--- config.mk ---
export PLATFORM = sky130hd
export DESIGN_NAME = memwb_skid_stage_flat
export DESIGN_NICKNAME = d
export VERILOG_FILES = /design/src/rtl/memwb_skid_stage_pkg.sv /design/src/rtl/memwb_skid_stage_if.sv /design/src/rtl/memwb_skid_stage_entry.sv /design/src/rtl/memwb_skid_stage.sv /design/src/flat_wrapper.sv
export SDC_FILE = /design/constraint.sdc
export NUM_CORES = 1
export LEC_CHECK = 0
export ABC_AREA = 1
export BUFFER_PORTS_ARGS = -buffer_cell sky130_fd_sc_hd__buf_4
export CORE_ASPECT_RATIO = 1.75
export CORE_UTILIZATION = 50
export CTS_BUF_LIST = sky130_fd_sc_hd__clkbuf_8
export DETAILED_ROUTE_END_ITERATION = 8
export GPL_ROUTABILITY_DRIVEN = 0
export PLACE_DENSITY = 0.81
export SYNTH_ARGS = -nofsm -noshare
export SYNTH_HDL_FRONTEND = slang
export SYNTH_HIERARCHICAL = 1
export SYNTH_SLANG_ARGS = --single-unit
--- constraint.sdc ---
create_clock -name clk -period 5.5 [get_ports clk]
set_input_delay 0.55 -clock clk [delete_from_list [all_inputs] [get_ports clk]]
set_output_delay 0.55 -clock clk [all_outputs]
set_load 0.01 [all_outputs]
--- src/rtl/memwb_skid_stage_pkg.sv ---
// Shared definitions for the MEM/WB skid stage: default widths, the RegWrite bit
// index, and the occupancy/state encoding.
package memwb_skid_stage_pkg;

  localparam int CTRL_W_DEF = 8;
  localparam int DATA_W_DEF = 32;
  localparam int REG_W_DEF  = 5;
  localparam int RW_BIT_DEF = 0;

  typedef enum logic [1:0] {
    STG_EMPTY = 2'd0,
    STG_ONE   = 2'd1,
    STG_FULL  = 2'd2
  } stg_e;

  // The entry valid flags are the state; skid is only ever valid behind main.
  function automatic stg_e stg_decode(input logic main_v, input logic skid_v);
    if (skid_v)      return STG_FULL;
    else if (main_v) return STG_ONE;
    else             return STG_EMPTY;
  endfunction

endpackage

--- src/rtl/memwb_skid_stage_if.sv ---
// MEM/WB handshake bus: upstream valid/ready plus payload, downstream valid/ready
// plus registered payload, forwarding tap and occupancy.
interface memwb_skid_stage_if
  import memwb_skid_stage_pkg::*;
#(
  parameter int CTRL_W = CTRL_W_DEF,
  parameter int DATA_W = DATA_W_DEF,
  parameter int REG_W  = REG_W_DEF
) ();

  logic              in_valid;
  logic              in_ready;
  logic [CTRL_W-1:0] control;
  logic [DATA_W-1:0] read_data;
  logic [DATA_W-1:0] alu_result;
  logic [REG_W-1:0]  write_reg;

  logic              out_valid;
  logic              out_ready;
  logic [CTRL_W-1:0] control_out;
  logic [DATA_W-1:0] read_out;
  logic [DATA_W-1:0] alu_out;
  logic [REG_W-1:0]  write_reg_out;

  logic              fwd_valid;
  logic [1:0]        occupancy;

  // Environment side: drives MEM payload and writeback ready.
  modport master (
    output in_valid, control, read_data, alu_result, write_reg, out_ready,
    input  in_ready, out_valid, control_out, read_out, alu_out, write_reg_out,
           fwd_valid, occupancy
  );

  // Stage side.
  modport slave (
    input  in_valid, control, read_data, alu_result, write_reg, out_ready,
    output in_ready, out_valid, control_out, read_out, alu_out, write_reg_out,
           fwd_valid, occupancy
  );

endinterface

--- src/rtl/memwb_skid_stage_entry.sv ---
// One valid+payload pipeline slot, updated on the falling edge; clear wins over
// load and zeroes the payload so an invalid slot always reads as a NOP.
module pipe_entry_reg #(
  parameter int W = 8
) (
  input  logic         clk,
  input  logic         reset,
  input  logic         clear,
  input  logic         load,
  input  logic [W-1:0] d,
  output logic         valid,
  output logic [W-1:0] q
);

  // NOTE: payload is reset along with the flag because downstream reads it as a bubble when invalid.
  always_ff @(negedge clk or posedge reset) begin
    if (reset) begin
      valid <= 1'b0;
      q     <= '0;
    end else if (clear) begin
      valid <= 1'b0;
      q     <= '0;
    end else if (load) begin
      // NOTE: non-blocking so every slot samples pre-edge values, keeping main<-skid moves race-free.
      valid <= 1'b1;
      q     <= d;
    end
  end

endmodule

--- src/rtl/memwb_skid_stage.sv ---
// MEM/WB pipeline register with valid/ready handshake and a 2-entry skid buffer,
// stage enable (power), flush (wipe) and a MEM/WB forwarding tap.
module memwb_skid_stage
  import memwb_skid_stage_pkg::*;
#(
  parameter int CTRL_W = CTRL_W_DEF,
  parameter int DATA_W = DATA_W_DEF,
  parameter int REG_W  = REG_W_DEF,
  parameter int RW_BIT = RW_BIT_DEF
) (
  input  logic                clk,
  input  logic                reset,
  input  logic                wipe,
  input  logic                power,
  memwb_skid_stage_if.slave   bus
);

  localparam int PAY_W = CTRL_W + 2 * DATA_W + REG_W;

  logic             main_valid, skid_valid;
  logic [PAY_W-1:0] main_q, skid_q, main_d, in_pay;
  logic             main_load, main_clear, main_from_skid;
  logic             skid_load, skid_clear;
  logic             push, pop;
  stg_e             state;

  assign in_pay = {bus.control, bus.read_data, bus.alu_result, bus.write_reg};
  assign main_d = main_from_skid ? skid_q : in_pay;
  assign state  = stg_decode(main_valid, skid_valid);

  assign bus.in_ready  = !reset && power && !skid_valid;
  assign bus.out_valid = !reset && power && main_valid;
  assign push = bus.in_valid && bus.in_ready;
  assign pop  = bus.out_valid && bus.out_ready;

  // NOTE: every control is defaulted first so no path through the case infers a latch.
  always_comb begin
    main_load      = 1'b0;
    main_clear     = 1'b0;
    main_from_skid = 1'b0;
    skid_load      = 1'b0;
    skid_clear     = 1'b0;
    if (wipe) begin
      main_clear = 1'b1;
      skid_clear = 1'b1;
    end else if (power) begin
      unique case (state)
        STG_EMPTY: main_load = push;
        STG_ONE: begin
          if (push && pop)  main_load  = 1'b1;
          else if (push)    skid_load  = 1'b1;
          else if (pop)     main_clear = 1'b1;
        end
        STG_FULL: begin
          // in_ready is low here, so only the pop can happen.
          if (pop) begin
            main_load      = 1'b1;
            main_from_skid = 1'b1;
            skid_clear     = 1'b1;
          end
        end
        default: ;
      endcase
    end
  end

  pipe_entry_reg #(.W(PAY_W)) u_main (
    .clk   (clk),
    .reset (reset),
    .clear (main_clear),
    .load  (main_load),
    .d     (main_d),
    .valid (main_valid),
    .q     (main_q)
  );

  pipe_entry_reg #(.W(PAY_W)) u_skid (
    .clk   (clk),
    .reset (reset),
    .clear (skid_clear),
    .load  (skid_load),
    .d     (in_pay),
    .valid (skid_valid),
    .q     (skid_q)
  );

  assign bus.control_out   = main_q[PAY_W-1 -: CTRL_W];
  assign bus.read_out      = main_q[REG_W+DATA_W +: DATA_W];
  assign bus.alu_out       = main_q[REG_W +: DATA_W];
  assign bus.write_reg_out = main_q[REG_W-1:0];
  assign bus.occupancy     = state;

  assign bus.fwd_valid = bus.out_valid && bus.control_out[RW_BIT] &&
                         (bus.write_reg_out != '0);

endmodule

--- src/flat_wrapper.sv ---
// flat-port wrapper written by rule: the top's interface ports become plain ports
module memwb_skid_stage_flat import memwb_skid_stage_pkg::*;
#(
  parameter int CTRL_W = CTRL_W_DEF,
  parameter int DATA_W = DATA_W_DEF,
  parameter int REG_W  = REG_W_DEF,
  parameter int RW_BIT = RW_BIT_DEF
)
  (clk, reset, wipe, power, bus_in_valid, bus_control, bus_read_data, bus_alu_result, bus_write_reg, bus_out_ready, bus_in_ready, bus_out_valid, bus_control_out, bus_read_out, bus_alu_out, bus_write_reg_out, bus_fwd_valid, bus_occupancy);
  memwb_skid_stage_if #(.CTRL_W(CTRL_W), .DATA_W(DATA_W), .REG_W(REG_W)) bus_i ();
  input  logic clk;
  input  logic reset;
  input  logic wipe;
  input  logic power;
  input wire logic [$bits(bus_i.in_valid)-1:0] bus_in_valid;
  input wire logic [$bits(bus_i.control)-1:0] bus_control;
  input wire logic [$bits(bus_i.read_data)-1:0] bus_read_data;
  input wire logic [$bits(bus_i.alu_result)-1:0] bus_alu_result;
  input wire logic [$bits(bus_i.write_reg)-1:0] bus_write_reg;
  input wire logic [$bits(bus_i.out_ready)-1:0] bus_out_ready;
  output wire logic [$bits(bus_i.in_ready)-1:0] bus_in_ready;
  output wire logic [$bits(bus_i.out_valid)-1:0] bus_out_valid;
  output wire logic [$bits(bus_i.control_out)-1:0] bus_control_out;
  output wire logic [$bits(bus_i.read_out)-1:0] bus_read_out;
  output wire logic [$bits(bus_i.alu_out)-1:0] bus_alu_out;
  output wire logic [$bits(bus_i.write_reg_out)-1:0] bus_write_reg_out;
  output wire logic [$bits(bus_i.fwd_valid)-1:0] bus_fwd_valid;
  output wire logic [$bits(bus_i.occupancy)-1:0] bus_occupancy;
  assign bus_i.in_valid = bus_in_valid;
  assign bus_i.control = bus_control;
  assign bus_i.read_data = bus_read_data;
  assign bus_i.alu_result = bus_alu_result;
  assign bus_i.write_reg = bus_write_reg;
  assign bus_i.out_ready = bus_out_ready;
  assign bus_in_ready = bus_i.in_ready;
  assign bus_out_valid = bus_i.out_valid;
  assign bus_control_out = bus_i.control_out;
  assign bus_read_out = bus_i.read_out;
  assign bus_alu_out = bus_i.alu_out;
  assign bus_write_reg_out = bus_i.write_reg_out;
  assign bus_fwd_valid = bus_i.fwd_valid;
  assign bus_occupancy = bus_i.occupancy;
  memwb_skid_stage #(.CTRL_W(CTRL_W), .DATA_W(DATA_W), .REG_W(REG_W), .RW_BIT(RW_BIT)) u_core (.clk(clk), .reset(reset), .wipe(wipe), .power(power), .bus(bus_i));
endmodule
==> qor.yml <==
drive_gt1_share_pct: 20.0
r2r-start: "u_core/u_skid/valid"
grt_pass1_wl_um: 34300
ys_warn_count: 6
grt_antenna_before_repair: 0
start_util_pct: 51.6
row_count: 58
drt_iter0_drc: 575
final_cell_mix: "467 x nand2_1, 171 x buf_4, 156 x nand3_1, 156 x dfrtn_1, 77 x nand4_1"
hold_violations: 0
globalRouteOverflowTotal: 0
avgSynthCellArea_um2: 7.72
drv_slew: 0
ir_worst_vdd_mv: 0.156
report.power.total_mw: 2.19
viasPerCell: 5.67
endpoint: "bus_fwd_valid"
start_kind: "flip-flop"
clk_pin_slew_ns: 0.06
finalNonFillerCells: 1275
die_x_um: 94.5
dp_hpwl_um: 13200
dieArea_mm2: 0.0155
clk_latency_ns: 0.40
max-slew-margin-rel_pct: 40.6
hold_path_class: "reg2reg"
worst_pin_slew_ns: 0.890
vias: 7233
critical_path_required_ns: 4.95
skew_ns: 0.00957
fillers: 1328
synth_fp_nets: 1052
synth_cell_type_count: 17
grt_max_degree: 79
tns_ns: 0
finalSetupViolations: 0
syn-cell-area_mm2: 0.00748
drc: 0
ys_seq_elements: 156
cp-startpoint: "u_core/u_main/valid"
wl_per_cell_um: 16.6
cellPowerDensity_mw_per_mm2: 240
rr_endpoint: "u_core/u_skid/q[42]"
cp_max_fo: 3
crit_arrival_ns: 4.21
root_buffer: "clkbuf_8"
grt_pass1_vias: 6873
slowest_delay_ns: 0.44
cts_resized: 0
maxCapViolCount: 0
synthCells: 969
clock_path_buffers: 2
grt_usage_pct: 28.5
io_buffer_count: 164
post-place-cells: 1244
area_growth_syn_to_layout_pct: 22.0
outcome: "complete, no violations"
cts_tree: "yes"
layout.nets: 1166
criticalPathCategory: "reg2out"
die_y_um: 164
ios: 165
clock-sinks: 156
antenna_left: 0
yosysSeqAreaShare_pct: 52.2
firstDrtPassIters: 5
post-cts-setup-buffers: 0
reg2reg_depth: 7
wl_um: 21200
p_leak_nw: 5.29
cp_cell_sequence: "nand3_2 > inv_1 > nand2_1 > a21oi_1 > buf_4"
rsz0062_at_grt: "false"
cts_hold_buffers: 0
r2r_slack_ns: 3.13
coreArea_mm2: 0.0145
mostFrequentLayoutCell: "nand2_1"
numCtsBuffers: 17
slowest_stage: "dfrtn_1"
cp-end-kind: "output pin"
diodes: 0
h-tree-depth: 4
## through the flow
stage	hold WS, ns	cell area (um^2)	util [%]	setup WS, ns
after floorplan	0.403	7480	-	0.323
after global placement	0.413	8770	60.4	0.393
after detailed placement	0.418	8770	60.4	0.381
after CTS	0.420	9140	62.9	0.732
after global routing	0.433	9140	62.9	0.634
final	0.418	9140	62.9	0.745
## registers in the layout, summed over array words and instances, names as in the netlist
| register | flops |
|---|---|
| u_core/u_main/valid | 1 |
| u_core/u_main/q | 77 |
| u_core/u_skid/valid | 1 |
| u_core/u_skid/q | 77 |
## Yosys cell counts
cell type / number / share of area [%]
nand3_2: 2 / 0.27
nor2_4: 3 / 0.45
nor3_1: 2 / 0.13
buf_4: 15 / 1.5
nand3_1: 156 / 10
buf_1: 1 / 0.050
dfrtn_1: 156 / 52
a21oi_1: 2 / 0.13
inv_1: 7 / 0.35
nor2_1: 9 / 0.45
nand4_1: 77 / 6.4
buf_6: 2 / 0.30
clkbuf_1: 43 / 2.2
nand2_1: 467 / 23
buf_2: 23 / 1.5
inv_2: 3 / 0.15
o21ai_0: 1 / 0.067
## power breakdown
part	total, mW	switching [mW]	internal, mW
Sequential	1.17	0.00490	1.16
Combinational	0.203	0.126	0.0763
Clock	0.824	0.430	0.394
Total	2.19	0.561	1.63
## layer usage
| layer | vias to the layer above | GRT usage (%) | routed length, um |
|---|---|---|---|
| met2 | 319 | 48.2 | 10800 |
| met1 | 3464 | 35.6 | 8150 |
| met4 | 0 | 13.8 | 895 |
| li1 | 3390 | - | - |
| met5 | - | 0 | 0 |
| met3 | 60 | 3.75 | 1300 |
## kinds of logic (layout without fill, tap and decap cells)
group / Yosys count / after routing / synth area share (%)
AO/OA/AOI/OAI: 3 / 3 / 0.201
AND/OR/NAND/NOR: 716 / 716 / 41.6
flip-flops: 156 / 156 / 52.2
buffers and inverters: 94 / 220 / 6.05
## cell type report
type / count / area, um^2 / area share [%]
timing repair buffer: 179 / 1440 / 15.8
inverter: 10 / 40.0 / 0.438
clock buffer: 17 / 234 / 2.56
tap: 180 / 225 / 2.47
clock inverter: 14 / 134 / 1.47
sequential: 156 / 3900 / 42.7
multi-input combinational: 719 / 3150 / 34.5
## worst min path at each step
stage | start | to | cells past startpoint
floorplan | u_core/u_skid/q[0] | u_core/u_skid/q[0] | 2
global placement | u_core/u_skid/q[2] | u_core/u_skid/q[2] | 2
detailed placement | u_core/u_skid/q[32] | u_core/u_skid/q[32] | 2
CTS | u_core/u_skid/q[32] | u_core/u_skid/q[32] | 2
global route | u_core/u_skid/q[16] | u_core/u_skid/q[16] | 2
finish | u_core/u_skid/q[65] | u_core/u_skid/q[65] | 2
## critical path: cells and delay by family (launching register included)
family,cells,cell delay (ns)
flops,1,0.44
buf+inv,2,0.28
simple gates,2,0.23
compound gates,1,0.11
Note: power is estimated with default switching activity, not from simulation.
